## config.mk

```make
export PLATFORM = sky130hd
export DESIGN_NAME = vreg_file_sb
export DESIGN_NICKNAME = d
export VERILOG_FILES = /design/src/rtl/vreg_pkg.sv /design/src/rtl/vreg_scoreboard.sv /design/src/rtl/vreg_file_sb.sv
export SDC_FILE = /design/constraint.sdc
export NUM_CORES = 1
export LEC_CHECK = 0
export ABC_CLOCK_PERIOD_IN_PS = 10600
export CORE_MARGIN = 3
export CORE_UTILIZATION = 40
export DETAILED_ROUTE_END_ITERATION = 16
export GPL_TIMING_DRIVEN = 0
export SLEW_MARGIN = 15
export SYNTH_ARGS = -nofsm -noshare
export SYNTH_HDL_FRONTEND = slang
export SYNTH_SLANG_ARGS = --single-unit
```

## constraint.sdc

```tcl
create_clock -name clk -period 10.6 [get_ports clk]
set_input_delay 3.18 -clock clk [delete_from_list [all_inputs] [get_ports clk]]
set_output_delay 3.18 -clock clk [all_outputs]
set_load 0.02 [all_outputs]
```

## src/rtl/vreg_pkg.sv

```systemverilog
// ---------------------------------------------------------------------------
// vreg_pkg : default geometry and address-width helper for the vector RF
// Revision : 1.0
// ---------------------------------------------------------------------------
`default_nettype none

package vreg_pkg;

  localparam int DEF_ELEMENT_SIZE = 8;
  localparam int DEF_VECTOR_SIZE  = 8;
  localparam int DEF_VECTORS      = 8;

  // Address width for a register count; decode-stage users size their fields with this.
  function automatic int vreg_aw(input int n);
    return (n > 1) ? $clog2(n) : 1;
  endfunction

endpackage

`default_nettype wire

```

## src/rtl/vreg_scoreboard.sv

```systemverilog
// ---------------------------------------------------------------------------
// vreg_scoreboard : per-register busy bits with operand hazard and conflict flags
// Revision : 1.0
// ---------------------------------------------------------------------------
`default_nettype none

module vreg_scoreboard
  import vreg_pkg::*;
#(
  parameter int vectors = DEF_VECTORS,
  parameter int AW      = vreg_aw(DEF_VECTORS)
) (
  input  logic              clk,
  input  logic              rst_n,
  input  logic [AW-1:0]     voper1,
  input  logic [AW-1:0]     voper2,
  input  logic              rsvEnable,
  input  logic [AW-1:0]     rsvAddr,
  input  logic              wEnable,
  input  logic              wCommit,
  input  logic [AW-1:0]     vresult,
  output logic              oper1Busy,
  output logic              oper2Busy,
  output logic              rsvConflict,
  output logic [vectors-1:0] busyVec
);

  logic [vectors-1:0] busy_q;
  logic [vectors-1:0] busy_d;
  logic [vectors-1:0] commit_vec;
  logic [vectors-1:0] rsv_vec;

  always_comb begin
    commit_vec = '0;
    rsv_vec    = '0;
    for (int r = 0; r < vectors; r++) begin
      commit_vec[r] = wEnable && wCommit && (vresult == AW'(r));
      rsv_vec[r]    = rsvEnable && (rsvAddr == AW'(r));
    end
    // Reserve is OR'd in last so a new producer wins over a same-cycle commit.
    busy_d = (busy_q & ~commit_vec) | rsv_vec;
  end

  always_ff @(posedge clk or negedge rst_n) begin
    if (!rst_n) begin
      busy_q <= '0;
    end else begin
      busy_q <= busy_d;
    end
  end

  assign oper1Busy   = busy_q[voper1] & ~commit_vec[voper1];
  assign oper2Busy   = busy_q[voper2] & ~commit_vec[voper2];
  assign rsvConflict = rsvEnable & busy_q[rsvAddr] & ~commit_vec[rsvAddr];
  assign busyVec     = busy_q;

endmodule

`default_nettype wire

```

## src/rtl/vreg_file_sb.sv

```systemverilog
// ---------------------------------------------------------------------------
// vreg_file_sb : masked/splat vector register file with bypass and scoreboard
// Revision : 1.0
// ---------------------------------------------------------------------------
`default_nettype none

module vreg_file_sb
  import vreg_pkg::*;
#(
  parameter  int elementSize = DEF_ELEMENT_SIZE,
  parameter  int vectorSize  = DEF_VECTOR_SIZE,
  parameter  int vectors     = DEF_VECTORS,
  localparam int AW          = vreg_aw(vectors),
  localparam int VW          = elementSize * vectorSize
) (
  input  logic                  clk,
  input  logic                  rst_n,
  input  logic [AW-1:0]         voper1,
  input  logic [AW-1:0]         voper2,
  output logic [VW-1:0]         oper1,
  output logic [VW-1:0]         oper2,
  output logic                  oper1Busy,
  output logic                  oper2Busy,
  input  logic                  rsvEnable,
  input  logic [AW-1:0]         rsvAddr,
  output logic                  rsvConflict,
  input  logic                  wEnable,
  input  logic [AW-1:0]         vresult,
  input  logic [vectorSize-1:0] wMask,
  input  logic                  wSplat,
  input  logic                  wCommit,
  input  logic [VW-1:0]         dataIn,
  output logic [vectors-1:0]    busyVec
);

  logic [VW-1:0] matrix_q [vectors];
  logic [VW-1:0] matrix_d [vectors];
  logic [VW-1:0] eff_data;
  logic [VW-1:0] bit_mask;
  logic [VW-1:0] merged;

  for (genvar i = 0; i < vectorSize; i++) begin : g_elem
    assign eff_data[i*elementSize +: elementSize] =
      wSplat ? dataIn[elementSize-1:0] : dataIn[i*elementSize +: elementSize];
    assign bit_mask[i*elementSize +: elementSize] = {elementSize{wMask[i]}};
  end

  // Post-write image of the addressed register; shared by the array update and the bypass.
  assign merged = (matrix_q[vresult] & ~bit_mask) | (eff_data & bit_mask);

  always_comb begin
    for (int r = 0; r < vectors; r++) begin
      matrix_d[r] = matrix_q[r];
    end
    if (wEnable) begin
      matrix_d[vresult] = merged;
    end
  end

  always_ff @(posedge clk or negedge rst_n) begin
    if (!rst_n) begin
      for (int r = 0; r < vectors; r++) begin
        matrix_q[r] <= '0;
      end
    end else begin
      for (int r = 0; r < vectors; r++) begin
        matrix_q[r] <= matrix_d[r];
      end
    end
  end

  assign oper1 = (wEnable && (vresult == voper1)) ? merged : matrix_q[voper1];
  assign oper2 = (wEnable && (vresult == voper2)) ? merged : matrix_q[voper2];

  vreg_scoreboard #(
    .vectors (vectors),
    .AW      (AW)
  ) u_scoreboard (
    .clk         (clk),
    .rst_n       (rst_n),
    .voper1      (voper1),
    .voper2      (voper2),
    .rsvEnable   (rsvEnable),
    .rsvAddr     (rsvAddr),
    .wEnable     (wEnable),
    .wCommit     (wCommit),
    .vresult     (vresult),
    .oper1Busy   (oper1Busy),
    .oper2Busy   (oper2Busy),
    .rsvConflict (rsvConflict),
    .busyVec     (busyVec)
  );

endmodule

`default_nettype wire

```

Yosys cells after proc, flatten, opt, wreduce, memory -nomap -nowiden
Cells that the tools add are included.
W data, S select, Z words.

operators by class
  reductions and logical operators = 22
  $lt $le $gt $ge = 7
  equality and inequality tests = 16
  bitwise gates (word level) = 17
  mux-type cells = 33

operator list
  operator              number
  $bmux W64 S3          3
  $mux W64              9
  $bwmux W512           1
  $demux W64 S3         1
  $and A64 B64 Y64      2
  $not A64 Y64          1
  $or A64 B64 Y64       1
  $mux W8               7
  $eq A3 B3 Y1 const B  8
  $logic_and A1 B1 Y1   20
  $bmux W1 S3           6
  $eq A3 B2 Y1 const B  4
  $ge A4 B4 Y1 const B  3
  $lt A3 B4 Y1 const B  3
  $not A3 Y4            3
  $and A8 B8 Y8         1
  $not A8 Y8            1
  $or A8 B8 Y8          1
  $eq A3 B1 Y1 const B  2
  $eq A3 B3 Y1          2
  $logic_not A3 Y1      2
  $mux W1               6
  $and A1 B1 Y1         4
  $lt A4 B1 Y1 const B  1
  $not A1 Y1            3

storage, ports and cells
  input port bits = 90
  register bits after elaboration = 520
  word-level logic and storage cells = 104

Depth between registers and ports, before layout
Gate-level depths: netlist of run 1.

  depth in word-level cells = 7
  mapped depth = 8

Hierarchy
Synthesis of run 1 repeated with hierarchy kept, for this count alone.

unflattened totals
  cells, all modules = 3524
  area, all modules = 35011.1 µm²

modules (own cells, without submodules)
  module           times used  sequential area each (µm²)  area an instance (µm²)  cells an instance
  vreg_file_sb     1           12812.3                     34371.7                 3461
  vreg_scoreboard  1           200.2                       639.4                   63

Least setup slack after synthesis of run 1
Ideal clock, no wire load.

  path type = input port to output port
  start point = input port voper1[0]
  end point = output port oper1Busy
  path buffers = 3
  setup slack = 2697 ps
  required time = 7420 ps
  stages = 7
  data arrival time = 4723 ps
  cells stage by stage = buf_2 buf_4 buf_2 nand2_1 a21oi_1 a311oi_1 nor4_1

between the ends
  cells in the longest elaborated chain, start to end = 4

ends and longest elaborated chain
  what                           line                   RTL
  start: declaration             vreg_file_sb.sv:18     input logic [AW-1:0] voper1,
  $bmux W1 S3                    vreg_scoreboard.sv:52  assign oper1Busy = busy_q[voper1] & ~commit_vec[voper1];
  $mux W1 (implied by the code)  vreg_scoreboard.sv:52
  $not A1 Y1                     vreg_scoreboard.sv:52
  $and A1 B1 Y1 (*)              vreg_scoreboard.sv:52
  end: declaration               vreg_file_sb.sv:22     output logic oper1Busy,

Every way passes the cells marked *; elsewhere a longest branch is shown, timed or not. The select of a mux whose other input is x is not followed.

Worst setup path in the final report of run 1
  start point = input port voper2[2]
  end point = output port oper2[43]

between the ends
  cells in the longest elaborated chain, start to end = 5

ends and longest elaborated chain
  what                                          line                RTL
  start: declaration                            vreg_file_sb.sv:19  input logic [AW-1:0] voper2,
  $not A3 Y4 (implied by the code)              vreg_file_sb.sv:73  assign oper2 = (wEnable && (vresult == voper2)) ? merged : matrix_q[voper2];
  $bmux W64 S3                                  vreg_file_sb.sv:73
  $mux W64 (implied by the code) (2 in series)  vreg_file_sb.sv:73
  $mux W64 (*)                                  vreg_file_sb.sv:73
  end: declaration                              vreg_file_sb.sv:21  output logic [VW-1:0] oper2,

Marks and branches as above.

==> results.json, run 1 <==
{
  "status": "finished, violations left",
  "failed_checks": "negative setup slack",
  "power.leakage_uw": 0.01647,
  "place_congestion": 0.9777,
  "initial_utilization": 0.4069,
  "cts_post_setup_buffers_inserted": 0,
  "dpl-instance-area_um2": 38100,
  "hold_violations": 0,
  "grt_pass1_vias": 31440,
  "critical_path.slowest_cell": "sky130_fd_sc_hd__clkbuf_1",
  "netlist_top_cells_area": "sky130_fd_sc_hd__dfrtp_1 38%, sky130_fd_sc_hd__mux4_2 18%, sky130_fd_sc_hd__nand2_1 9.3%, sky130_fd_sc_hd__mux2i_1 7.8%, sky130_fd_sc_hd__o21ai_0 6.7%",
  "comb_power_share": 0.334,
  "dp.cells": 4791,
  "drive_above_1_share": 0.1673,
  "tightest_slew_ns": 1.322,
  "ios": 229,
  "initial_antenna_violation_count": 6,
  "dominantRegCellSynth": "sky130_fd_sc_hd__dfrtp_1",
  "worst_setup_hold_path_clk_slew_ns": 0.07,
  "insertion_delay_ns": 0.66,
  "final_nets": 3809,
  "grt_max_degree": 91,
  "postRouteWirelength_um": 155900,
  "timing.critical_path.cells": "clkdlybuf4s50_1 > buf_2 > clkbuf_1 > clkbuf_1 > a211oi_1 > a21oi_1 > clkdlybuf4s50_1",
  "worst_setup_path_end_kind": "output pin",
  "timing.critical_path.arrival_ns": 7.47,
  "route.detailed.wl_per_inst_um": 31.80,
  "clkSinkCount": 520,
  "synth_async_sr_flop_share": 1.000,
  "cell_type_contributing_the_most_total_cell_area_after_synthesis": "sky130_fd_sc_hd__dfrtp_1",
  "vdd.ir_drop.worst_uv": 151.6,
  "cts_htree_levels": 2,
  "clockPowerShare": 0.287,
  "layoutNonFillerInstCount": 4901,
  "cell_internal_pwr_uw": 4920,
  "place_worst_setup_slack_ns": -0.02096,
  "slew_viol_final": 0,
  "fillCellCount": 8071,
  "layout_setup_ws_ns": -0.05338,
  "worstSetupStartpointType": "input port",
  "share_of_the_yosys_chip_area_belonging_to_registers": 0.3791,
  "grt_util_all_layers": 0.3402,
  "critPathBufInv": 5,
  "critPathTopFamily": "buffers and inverters",
  "final.setup.tns_ns": -0.1057,
  "dieWidth_um": 298.9,
  "synthesis.area_per_instance_um2": 9.999,
  "dr.pass1.iters": 7,
  "finalSetupViolations": 3,
  "layout_min_cycle_time_ns": 10.65,
  "grt_overflow": 0,
  "synthesis.instances": 3433,
  "floorplan.die.height_um": 298.9,
  "vias": 32030,
  "yosysWarnings": 0,
  "fin_skew_ns": 0.01903,
  "io_buffer_count": 218,
  "dp_hpwl_um": 108000,
  "cts_root_buffer": "sky130_fd_sc_hd__clkbuf_16",
  "area_growth_from_synthesis_to_layout_pct": 16.97,
  "p_switching_uw": 2778,
  "number_of_enable_flip_flop_cells_after_synthesis": 0,
  "cts_inserted_buffers": 60,
  "drc": 0,
  "ys_types": 56,
  "yosys_register_bits": 520,
  "max_slew_margin": 0.1186,
  "grt_pass1_wl_um": 221600,
  "min_period_over_period": 1.005,
  "power_per_cell_area_nw_per_um2": 191.7,
  "worst-endpoint-required_ns": 7.42,
  "floorplan.core_area_um2": 84350,
  "seq_power_share": 0.379,
  "yosys-top-cells-count": "852 x sky130_fd_sc_hd__nand2_1, 520 x sky130_fd_sc_hd__dfrtp_1, 457 x sky130_fd_sc_hd__o21ai_0, 267 x sky130_fd_sc_hd__mux2i_1, 267 x sky130_fd_sc_hd__mux4_2",
  "synth.cell_area_um2": 34330,
  "num_rows": 106,
  "crit_path_max_incr_delay_ns": 1.01,
  "timing.critical_path.fanout_max": 10,
  "drt_iter0_drc": 4278,
  "min-delay-path-class": "register to register",
  "synth_top_cell_area_share": 0.3791,
  "cts-root-to-sink-buffers": 3,
  "die_area_um2": 89370,
  "fin_worst_hold_slack_ns": 0.5190,
  "clock_tree_from_tritoncts": "built",
  "drt-vias-per-instance": 6.535,
  "swShare": 0.3609,
  "synthesis.nets": 3523,
  "final_cell_area_um2": 40150,
  "crit_path_class": "input port to output pin",
  "post-synth-top-count-cell": "sky130_fd_sc_hd__nand2_1",
  "fmaxAchievable_ghz": 0.09387,
  "unrepaired_setup_endpoints_after_global_routing": "false",
  "antenna_violating_nets_post_route": 0,
  "maxCapViolCount": 0
}
==> kinds of logic after synthesis <==
logic type / synth area share
AND/OR/NAND/NOR: 0.1386
XOR/XNOR: 0.002260
buffers and inverters: 0.04637
AO/OA/AOI/OAI: 0.1714
flip-flops: 0.3791
multiplexers: 0.2622
==> flip-flops by register name (all words and copies together) (netlist names) <==
name                  flops
matrix_q                512
u_scoreboard.busyVec      8
==> routing by layer <==
metal  vias to the layer above  track usage  routed length [um]
met1                     16050       0.4322               56860
met3                       535       0.1166               20720
met2                      2241       0.5081               68040
met5                         -            0                  66
met4                        10       0.1901               10190
li1                      13200            -                   -
==> what timing repair did <==
| item | CTS | global route |
|---|---|---|
| hold buffers | 0 | 0 |
| gates resized for setup | 1 | 3 |
| endpoints found under the setup margin | 1 | 11 |
==> layout by cell type (no fill, tap or decap), types with 61 or more instances in the layout <==
master                            instances
sky130_fd_sc_hd__clkdlybuf4s50_1        217
sky130_fd_sc_hd__nor2b_1                 82
sky130_fd_sc_hd__o21ai_1                 88
sky130_fd_sc_hd__nand2b_1                67
sky130_fd_sc_hd__a21oi_1                 97
sky130_fd_sc_hd__nand2_1                850
sky130_fd_sc_hd__clkbuf_1               135
sky130_fd_sc_hd__o21ai_0                457
sky130_fd_sc_hd__a22oi_1                 81
sky130_fd_sc_hd__mux2i_1                267
sky130_fd_sc_hd__dfrtp_1                520
sky130_fd_sc_hd__clkbuf_16               61
sky130_fd_sc_hd__a211oi_1                72
sky130_fd_sc_hd__mux4_2                 267
sky130_fd_sc_hd__buf_2                   81
==> tightest hold or removal path, delay by kind of cell, from the launching register on <==
kind | cells | cell delay (ns)
DFF | 1 | 0.37
AOI/OAI and AO/OA | 1 | 0.06
and+or+nand+nor | 1 | 0.05
==> power by group through the flow <==
stage | registers, uW | clock network [uW] | logic (uW)
2_1_floorplan | 2790 | 0 | 1660
3_3_place_gp | 2910 | 0 | 2490
3_5_place_dp | 2930 | 0 | 2530
4_1_cts | 2900 | 2200 | 2540
5_1_grt | 2980 | 2280 | 2740
6_report | 2920 | 2210 | 2570
==> stage by stage <==
stage / total power [uW] / util
global route: 8000 / 0.4759
global placement: 5391 / 0.4496
finish: 7698 / 0.4760
detailed placement: 5455 / 0.4516
floorplan: 4448 / -
CTS: 7632 / 0.4758
==> path summary, 6_finish.rpt <==
check,slack (ns),cells past startpoint,start,end
worst max register to register,8.86,3,matrix_q[10],matrix_q[138]
min in group asynchronous,2.55,1,rst_n,matrix_q[248]
worst min register to register,0.52,2,matrix_q[347],matrix_q[347]
worst max-delay path,-0.05,7,voper2[2],oper2[43]
max in group asynchronous,6.49,4,rst_n,matrix_q[102]
worst min-delay path,0.52,2,matrix_q[347],matrix_q[347]
==> area by class of cell <==
class	count	area (um^2)	share of cell area
Antenna cell	2	5.005	0.0001247
Buffer	291	1553	0.03867
Clock buffer	93	1847	0.04600
Clock inverter	15	190.2	0.004737
Inverter	12	45.04	0.001122
Multi-Input combinational cell	2610	19730	0.4913
Sequential cell	520	13010	0.3241
Tap cell	1134	1419	0.03534
Timing Repair Buffer	224	2352	0.05859
No activity file was read; power rests on OpenSTA's default activity.
==> run 2: changes to the inputs <==
Settings changed: PLACE_DENSITY from default to 0.57, SYNTH_HIERARCHICAL from default to 1.
==> run 2 against run 1 <==
Compared with the run above:
- the run still ends with negative setup slack left
- cell count is 2.3% higher
- final area is 2.4% higher
- total power is 2.6% higher
- synthesized cell count is 2.7% higher
- first-iteration DRC count is 1.7% higher
- maximum frequency hardly changed
- routed wire length is 4.8% higher
- sequential power hardly changed
- hold slack better by 0.0013 ns
==> results.json, run 2 <==
{
  "status": "finished, violations left",
  "failed_checks": "negative setup slack",
  "worst-endpoint-required_ns": 7.42,
  "postRouteWirelength_um": 163400,
  "crit_path_max_incr_delay_ns": 0.93,
  "insertion_delay_ns": 0.66,
  "io_buffer_count": 225,
  "final_nets": 3907,
  "dominantRegCellSynth": "sky130_fd_sc_hd__dfrtp_1",
  "min_period_over_period": 1.006,
  "dieWidth_um": 301.9,
  "critical_path.slowest_cell": "sky130_fd_sc_hd__nand2_1",
  "cts.repair.resized": 0,
  "ios": 229,
  "synth_top_cell_area_share": 0.3717,
  "ys_types": 51,
  "post-layout-total-power_uw": 7898,
  "cts-root-to-sink-buffers": 3,
  "grt_pass1_wl_um": 229900,
  "finalSetupViolations": 3,
  "final_cell_area_um2": 41100,
  "seqCellArea_um2": 13010,
  "grt_pass1_vias": 31680,
  "timing.critical_path.cells": "clkbuf_1 > clkbuf_1 > nand2_1 > nand3_1 > o41ai_4 > a21oi_1 > clkdlybuf4s50_1",
  "floorplan.core_area_um2": 85950,
  "ctsHoldBuffers": 0,
  "max_flop_register": "matrix_q",
  "tightest_slew_ns": 1.282,
  "worst_setup_path_end_kind": "output pin",
  "maxCapViolCount": 0,
  "routed-wl-met2_um": 69070,
  "dpl-instance-area_um2": 38840,
  "power_per_cell_area_nw_per_um2": 192.2,
  "drt_iter0_drc": 4350,
  "grt_max_degree": 98,
  "yosys-top-cells-count": "883 x sky130_fd_sc_hd__nand2_1, 520 x sky130_fd_sc_hd__dfrtp_1, 289 x sky130_fd_sc_hd__o21ai_0, 261 x sky130_fd_sc_hd__mux4_2, 251 x sky130_fd_sc_hd__mux2i_1",
  "min-delay-path-class": "register to register",
  "wl_met3_um": 21110,
  "vias": 33150,
  "layout_min_cycle_time_ns": 10.66,
  "most_common_cell_after_layout_fill_and_taps_aside": "sky130_fd_sc_hd__nand2_1",
  "cell_type_contributing_the_most_total_cell_area_after_synthesis": "sky130_fd_sc_hd__dfrtp_1",
  "top_layer_used": "met5",
  "route.detailed.wl_per_inst_um": 32.58,
  "initial_antenna_violation_count": 6,
  "most-common-layout-cells": "883 x sky130_fd_sc_hd__nand2_1, 520 x sky130_fd_sc_hd__dfrtp_1, 289 x sky130_fd_sc_hd__o21ai_0",
  "number_of_enable_flip_flop_cells_after_synthesis": 0,
  "timing.critical_path.arrival_ns": 7.48,
  "place_congestion": 0.9682,
  "cts_htree_levels": 2,
  "synth_async_sr_flop_share": 1.000,
  "critPathTopFamily": "buffers and inverters",
  "dp_hpwl_um": 108600,
  "grt_overflow": 0,
  "dp.cells": 4898,
  "drive_above_1_share": 0.1706,
  "drt-vias-per-instance": 6.609,
  "post-synth-top-count-cell": "sky130_fd_sc_hd__nand2_1",
  "multi_input_area_um2": 20420,
  "fin_skew_ns": 0.02330,
  "yosysWarnings": 6,
  "cts_inserted_buffers": 61,
  "max_reg_flops": 512,
  "area_growth_from_synthesis_to_layout_pct": 17.38,
  "met1Wirelength_um": 63610,
  "netlist_top_cells_area": "sky130_fd_sc_hd__dfrtp_1 37%, sky130_fd_sc_hd__mux4_2 17%, sky130_fd_sc_hd__nand2_1 9.5%, sky130_fd_sc_hd__mux2i_1 7.2%, sky130_fd_sc_hd__o31ai_1 5.2%",
  "layoutNonFillerInstCount": 5016,
  "grt_util_all_layers": 0.3509,
  "max_slew_margin": 0.1453,
  "cts_root_buffer": "sky130_fd_sc_hd__clkbuf_16",
  "finalCoreUtilization": 0.4781,
  "vdd.ir_drop.worst_uv": 131.6,
  "layout_setup_ws_ns": -0.06148,
  "synthesis.nets": 3614,
  "hold_violations": 0,
  "critPathBufInv": 3,
  "cpMostUsedCell": "sky130_fd_sc_hd__clkbuf_1",
  "slew_viol_final": 0,
  "dr.pass1.iters": 6,
  "synth.cell_area_um2": 35010,
  "clock_tree_from_tritoncts": "built",
  "crit_path_class": "input port to output pin",
  "worstSetupStartpointType": "input port",
  "unrepaired_setup_endpoints_after_global_routing": "false",
  "timing.critical_path.fanout_max": 10,
  "fmaxAchievable_ghz": 0.09380,
  "yosys_register_bits": 520,
  "fin_worst_hold_slack_ns": 0.5203,
  "drc": 0,
  "synthesis.instances": 3524,
  "floorplan.die.height_um": 301.9,
  "antenna_violating_nets_post_route": 0,
  "initial_utilization": 0.4073,
  "clkSinkCount": 520,
  "synthesis.area_per_instance_um2": 9.935,
  "cts_post_setup_buffers_inserted": 0,
  "worst_setup_hold_path_clk_slew_ns": 0.06,
  "share_of_the_yosys_chip_area_belonging_to_registers": 0.3717,
  "die_area_um2": 91110,
  "power.leakage_uw": 0.01673,
  "num_rows": 107,
  "fillCellCount": 8200
}
## run 2: changes by cell type in the layout (fill, tap and decap cells not counted), sizes merged, moves of 25 or more
cell     previous run  this run
o21bai              2        42
a211oi             72       138
o21ai             545       345
nand2b             67        96
a32oi              32         0
o2bb2ai             0        26
a22oi              83         0
nand2             852       885
a31oi              29         0
nor2b              83        29
o31ai               1       246
mux2               28        53
a21oi              98       124
## run 2: final timing paths
check                              start  slack [ns]       endpoint  cells after the start
min                         matrix_q[69]        0.52   matrix_q[69]                      2
min in group asynchronous          rst_n        2.44  matrix_q[239]                      1
max                               wSplat       -0.06      oper2[45]                      7
max in group asynchronous          rst_n        6.33  matrix_q[290]                      4
min reg2reg                 matrix_q[69]        0.52   matrix_q[69]                      2
max reg2reg                matrix_q[192]        8.72  matrix_q[320]                      4
## run 2: area by class of cell
| class | instances | area share |
|---|---|---|
| diodes | 3 | 0.0001827 |
| repair buffers | 230 | 0.05827 |
| flip-flops and latches | 520 | 0.3166 |
| well taps | 1144 | 0.03483 |
| clock buffers | 83 | 0.04360 |
| plain buffers | 329 | 0.03790 |
| inverters | 5 | 0.0004567 |
| multi-input cells | 2670 | 0.4970 |
| clock inverters | 32 | 0.01114 |
## run 2: kinds of logic after synthesis
| group | synth area share |
|---|---|
| and+or+nand+nor | 0.1327 |
| DFF | 0.3717 |
| muxes | 0.2567 |
| AOI/OAI and AO/OA | 0.1923 |
| xor gates and xnor gates | 0.001751 |
| buffers and inverters | 0.04496 |
## run 2: layer usage
layer,up-vias,GRT usage
met2,2343,0.5034
met3,493,0.1157
met4,11,0.1831
li1,13670,-
met5,-,0.005291
met1,16630,0.4719
## run 2: through the flow
stage,worst slack (ns),TNS (ns)
3_5_place_dp,0.03016,0
6_report,-0.06148,-0.09330
2_1_floorplan,2.583,0
3_3_place_gp,-18.57,-9598.28
5_1_grt,0.02810,0
4_1_cts,0.02669,0
## run 2: worst reg2reg max path, cell delays in order, from the launching register on
cell and delay [ns]:
sky130_fd_sc_hd__dfrtp_1 0.42, sky130_fd_sc_hd__mux2_2 0.27, sky130_fd_sc_hd__a32o_1 0.21, sky130_fd_sc_hd__o32ai_2 0.64
sky130_fd_sc_hd__o21ai_0 0.20
## run 2: where the power goes
group	internal, uW	leakage [uW]	total, uW	switching [uW]
combinational	1200	0.00908	2590	1390
clock	1450	0.00110	2410	961
sequential	2430	0.00655	2900	471
